### config.mk
export PLATFORM = sky130hd
export DESIGN_NAME = acc_ctrl
export DESIGN_NICKNAME = d
export VERILOG_FILES = /design/src/rtl/acc_ctrl.sv
export SDC_FILE = /design/constraint.sdc
export NUM_CORES = 1
export LEC_CHECK = 0
export ABC_AREA = 1
export CELL_PAD_IN_SITES_DETAIL_PLACEMENT = 0
export CELL_PAD_IN_SITES_GLOBAL_PLACEMENT = 2
export CORE_UTILIZATION = 34
export DETAILED_ROUTE_END_ITERATION = 10
export MAX_ROUTING_LAYER = met4
export PLACE_DENSITY = 0.8
export SLEW_MARGIN = 30
export SYNTH_ARGS = -nofsm -noshare
export SYNTH_HDL_FRONTEND = slang
export SYNTH_SLANG_ARGS = --single-unit
### constraint.sdc
create_clock -name clk -period 3.1 [get_ports clk]
set_input_delay 0.62 -clock clk [delete_from_list [all_inputs] [get_ports clk]]
set_output_delay 0.62 -clock clk [all_outputs]
set_load 0.02 [all_outputs]
### src/rtl/acc_ctrl.sv
// Accumulator sequencing controller: accepts one operation per handshake, executes
// single-cycle ALU ops in EXEC or a shift-add multiply in MUL, and owns acc/flags.
module acc_ctrl #(
    parameter int WIDTH = 16
) (
    input  logic             clk,
    input  logic             reset,
    input  logic             op_valid,
    output logic             op_ready,
    input  logic [2:0]       op_code,
    input  logic [WIDTH-1:0] operand,
    output logic [WIDTH-1:0] acc_out,
    output logic             flag_z,
    output logic             flag_c,
    output logic             flag_n,
    output logic             busy,
    output logic             done
);
    localparam int CNT_W = $clog2(WIDTH) + 1;

    localparam logic [2:0] OP_NOP  = 3'b000;
    localparam logic [2:0] OP_LOAD = 3'b001;
    localparam logic [2:0] OP_ADD  = 3'b010;
    localparam logic [2:0] OP_SUB  = 3'b011;
    localparam logic [2:0] OP_AND  = 3'b100;
    localparam logic [2:0] OP_OR   = 3'b101;
    localparam logic [2:0] OP_MUL  = 3'b110;
    localparam logic [2:0] OP_CLR  = 3'b111;

    typedef enum logic [1:0] {S_IDLE, S_EXEC, S_MUL} state_t;

    state_t               state, next_state;
    logic [2:0]           op_q;
    logic [WIDTH-1:0]     b_q;
    logic [WIDTH-1:0]     mplier;
    logic [2*WIDTH-1:0]   mcand;
    logic [2*WIDTH-1:0]   product;
    logic [CNT_W-1:0]     cnt;
    logic                 accept;
    logic                 mul_last;
    logic [WIDTH:0]       sum;
    logic [WIDTH-1:0]     exec_res;
    logic                 exec_c;
    logic                 exec_wr;

    assign mul_last = (cnt == CNT_W'(WIDTH));

    // NOTE: sequential state uses non-blocking assignments so every register samples pre-edge values.
    always_ff @(posedge clk) begin
        if (reset) state <= S_IDLE;
        else       state <= next_state;
    end

    // NOTE: every signal gets a default first so no path through the case infers a latch.
    always_comb begin
        next_state = state;
        op_ready   = 1'b0;
        busy       = 1'b1;
        accept     = 1'b0;
        case (state)
            S_IDLE: begin
                op_ready = 1'b1;
                busy     = 1'b0;
                if (op_valid) begin
                    accept     = 1'b1;
                    next_state = (op_code == OP_MUL) ? S_MUL : S_EXEC;
                end
            end
            S_EXEC:  next_state = S_IDLE;
            S_MUL:   if (mul_last) next_state = S_IDLE;
            default: next_state = S_IDLE;
        endcase
    end

    // Single-cycle result; A is the current accumulator, B the latched operand.
    always_comb begin
        sum      = {1'b0, acc_out} + {1'b0, b_q};
        exec_res = acc_out;
        exec_c   = flag_c;
        exec_wr  = 1'b1;
        case (op_q)
            OP_LOAD: exec_res = b_q;
            OP_ADD:  {exec_c, exec_res} = sum;
            OP_SUB: begin
                exec_res = acc_out - b_q;
                exec_c   = (b_q > acc_out);
            end
            OP_AND:  exec_res = acc_out & b_q;
            OP_OR:   exec_res = acc_out | b_q;
            OP_CLR: begin
                exec_res = '0;
                exec_c   = 1'b0;
            end
            default: exec_wr = 1'b0;
        endcase
    end

    always_ff @(posedge clk) begin
        if (reset) begin
            acc_out <= '0;
            flag_z  <= 1'b0;
            flag_c  <= 1'b0;
            flag_n  <= 1'b0;
            done    <= 1'b0;
            op_q    <= OP_NOP;
            b_q     <= '0;
            mplier  <= '0;
            mcand   <= '0;
            product <= '0;
            cnt     <= '0;
        end else begin
            done <= 1'b0;
            if (accept) begin
                op_q    <= op_code;
                b_q     <= operand;
                mplier  <= operand;
                mcand   <= {{WIDTH{1'b0}}, acc_out};
                product <= '0;
                cnt     <= '0;
            end
            case (state)
                S_EXEC: begin
                    done <= 1'b1;
                    if (exec_wr) begin
                        acc_out <= exec_res;
                        flag_c  <= exec_c;
                        flag_z  <= (exec_res == '0);
                        flag_n  <= exec_res[WIDTH-1];
                    end
                end
                S_MUL: begin
                    if (mul_last) begin
                        acc_out <= product[WIDTH-1:0];
                        flag_c  <= |product[2*WIDTH-1:WIDTH];
                        flag_z  <= (product[WIDTH-1:0] == '0);
                        flag_n  <= product[WIDTH-1];
                        done    <= 1'b1;
                    end else begin
                        // One multiplier bit per edge, LSB first.
                        if (mplier[0]) product <= product + mcand;
                        mcand  <= mcand << 1;
                        mplier <= mplier >> 1;
                        cnt    <= cnt + CNT_W'(1);
                    end
                end
                default: ;
            endcase
        end
    end
endmodule

==> out/results.ini <==
[clocking]
postCtsSetupBuffers=0
ctsHoldBuffers=0
clock-root-buffer=clkbuf_16
cts.htree.levels=4
cts_buffer_depth=2
numClockSinks=125
clkTransAtPathRegs_ns=0.06
ctsResizeCount=0
numCtsBuffers=17
clock_latency_ns=0.43
cts_tree=done

[setup_path]
path_class=register to register
timing.rr.end=flag_z$_SDFFE_PP0P_
startpoint_type=register
r2r_cells=16
arrival_ns=3.14
reg2reg_slack_ns=0.31
worst-path-max-fanout=5
startpoint=acc_out[0]$_SDFFE_PP0P_
cp.required_ns=3.45
crit_end=flag_z$_SDFFE_PP0P_
r2r-start=acc_out[0]$_SDFFE_PP0P_
cp-end-kind=register

[yosys]
synth_cell_types=52
synth_edf_count=0
synthArstFlopShare_pct=0
synthFlopType=dfxtp_1
synth-seq-area-share_pct=25.6
netlist_area_sq_um=9760
synth_nets=1648
yosys_warnings=0
syn_avg_cell_area_sq_um=6.35
ys_ff_latch=125
synthCells=1536

[cells_and_area]
mostFrequentLayoutCells=403 x nand2_1, 167 x inv_1, 162 x nand3_1
final_area_sq_um=11200
layout.nets=1676
drive_gt1_share_pct=6.79
area_delta_synth_final_pct=15.0
antennaDiodeCount=0
finalNonFillerCells=1954
final_common_cell=nand2_1

[timing]
rsz0062_at_grt=no
worst_pin_slew_ns=0.749
worst_slack_ns=0.312
skew_ns=0.0163
min_period_over_period_pct=89.9
period_minus_slack_ns=2.79
fmax_mhz=359
setup_viol_count_final=0
maxSlewViolCount=0
tns_ns=0
hold_viol_final=0
slew_headroom_pct=50.0

[die]
start_util_pct=34.8
rows=61
core_sq_um=28000
pin_count=44
die_x_um=171
dieHeight_um=171
dieArea_sq_um=29400

[routing]
num_vias=10100
drt_pass1_iterations=6
route.detailed.drc=0
wl_per_cell_um=17.7
wl_um=34500
vias_per_cell=5.15
first_iter_violations=616
ant_nets=0

[run]
maxCapViolations=0

[placement]
dp_hpwl_um=26700
dp_cells=1923
place_ws_ns=0.352
io_buffer_count=43
place_congestion=0.895
dpl-instance-area_sq_um=10600

[hold_path]
min_path_type=register to register

[grt]
grt_pass1_vias=9532
grt_pass1_wl_um=54200
overflow=0
antenna_found_initial=0
grt_usage_pct=24.8
grt_max_degree=99

[power_and_ir_drop]
p_leak_nw=4.92
powerDensity_nw_per_um2=442
ir_drop_uv=298

[run_status]
outcome=finished clean

[logic make-up (layout without fill, tap and decap cells)]
kind of cell | after synthesis | count (layout) | share of synthesized area (%)
flip-flops | 125 | 125 | 25.6
buffers and inverters | 247 | 287 | 10.2
AND/OR/NAND/NOR | 736 | 736 | 32.4
adder cells (fa/ha/maj) | 90 | 90 | 11.8
AO/OA/AOI/OAI | 326 | 326 | 18.9
XOR/XNOR | 12 | 12 | 1.08
[critical path, cell delays in order (launching register included)]
cell and delay [ns]:
dfxtp_1 0.46, ha_1 0.33, inv_1 0.11, fa_1 0.41, inv_1 0.15, nand2_1 0.07, nand3_1 0.09, nand2_1 0.05
nor2_1 0.17, nand3_1 0.14, nor2_1 0.13, nand3_1 0.10, nor2_1 0.12, nand2_1 0.07, nor2_1 0.10, nand3_1 0.09
a21oi_1 0.12
[through the flow]
stage	power, mW	utilization, %	hold slack, ns
CTS	5.00	40.1	0.475
finish	4.96	40.1	0.472
global route	5.21	40.1	0.502
detailed placement	2.98	38.0	0.466
floorplan	2.58	-	0.442
global placement	2.98	38.0	0.466
[flip-flops by register name (all words and copies together) (netlist names)]
| register | flops |
|---|---|
| acc_out | 16 |
| b_q | 16 |
| cnt | 5 |
| done | 1 |
| flag_c | 1 |
| flag_z | 1 |
| mcand | 32 |
| mplier | 16 |
| op_q | 3 |
| product | 32 |
| state | 2 |
[worst min-delay path by stage]
stage,from,end,slack [ns],cells after the start
CTS,flag_c$_SDFFE_PP0P_,flag_c$_SDFFE_PP0P_,0.47,2
floorplan,mplier[15]$_SDFF_PP0_,mplier[15]$_SDFF_PP0_,0.44,2
global route,mplier[10]$_SDFF_PP0_,mplier[10]$_SDFF_PP0_,0.50,2
finish,flag_c$_SDFFE_PP0P_,flag_c$_SDFFE_PP0P_,0.47,2
global placement,flag_c$_SDFFE_PP0P_,flag_c$_SDFFE_PP0P_,0.47,2
detailed placement,flag_c$_SDFFE_PP0P_,flag_c$_SDFFE_PP0P_,0.47,2
[where the power goes]
part / switching [mW] / internal (mW) / leakage [nW]
clock: 0.798 / 1.20 / 0.271
combinational: 0.809 / 0.407 / 3.63
sequential: 0.0735 / 1.67 / 1.02
total: 1.68 / 3.28 / 4.92
[metal layers]
metal	GRT usage, %	vias up	part of all wire [%]
met5	-	-	0
met4	6.37	0	1.7
met3	2.19	24	3.1
met2	40.8	191	47
met1	32.5	4657	48
li1	-	5187	-
[cells in the mapped netlist, types with 2 or more instances]
library cell	count	area share (%)
a21oi_1	138	7.1
a211oi_2	5	0.64
o22ai_1	13	0.83
nand4_1	18	1.2
a31oi_1	37	2.4
clkbuf_1	43	1.7
inv_2	5	0.19
inv_4	2	0.13
nand3_2	3	0.31
and2_1	3	0.19
a21o_1	3	0.23
or2_2	12	0.77
nor2_1	101	3.9
buf_6	3	0.35
buf_4	5	0.38
o21ai_1	2	0.10
o211ai_1	8	0.62
nand3_1	162	8.3
a211oi_1	2	0.15
o21ai_2	2	0.18
nor3_1	17	0.87
inv_1	169	6.5
nand2_8	2	0.41
o31ai_1	2	0.15
dfxtp_1	125	26
buf_2	12	0.62
clkinv_1	2	0.077
nand3b_1	2	0.15
xnor2_1	4	0.36
fa_1	3	0.62
o21ai_0	96	4.9
nor4_1	7	0.45
o21a_1	2	0.15
nand2_4	2	0.23
a221oi_1	3	0.27
ha_1	87	11
buf_1	4	0.15
nand2_1	405	16
xor2_1	8	0.72
o21bai_1	5	0.38
[final cells by class]
cell class,count,area (sq um)
sequential,125,2500
inverter,179,684
timing repair buffer,77,706
fill,3104,16800
multi-input combinational,1164,6270
clock inverter,13,143
tap,378,473
clock buffer,18,439
Power figures use the tool's default switching activity.
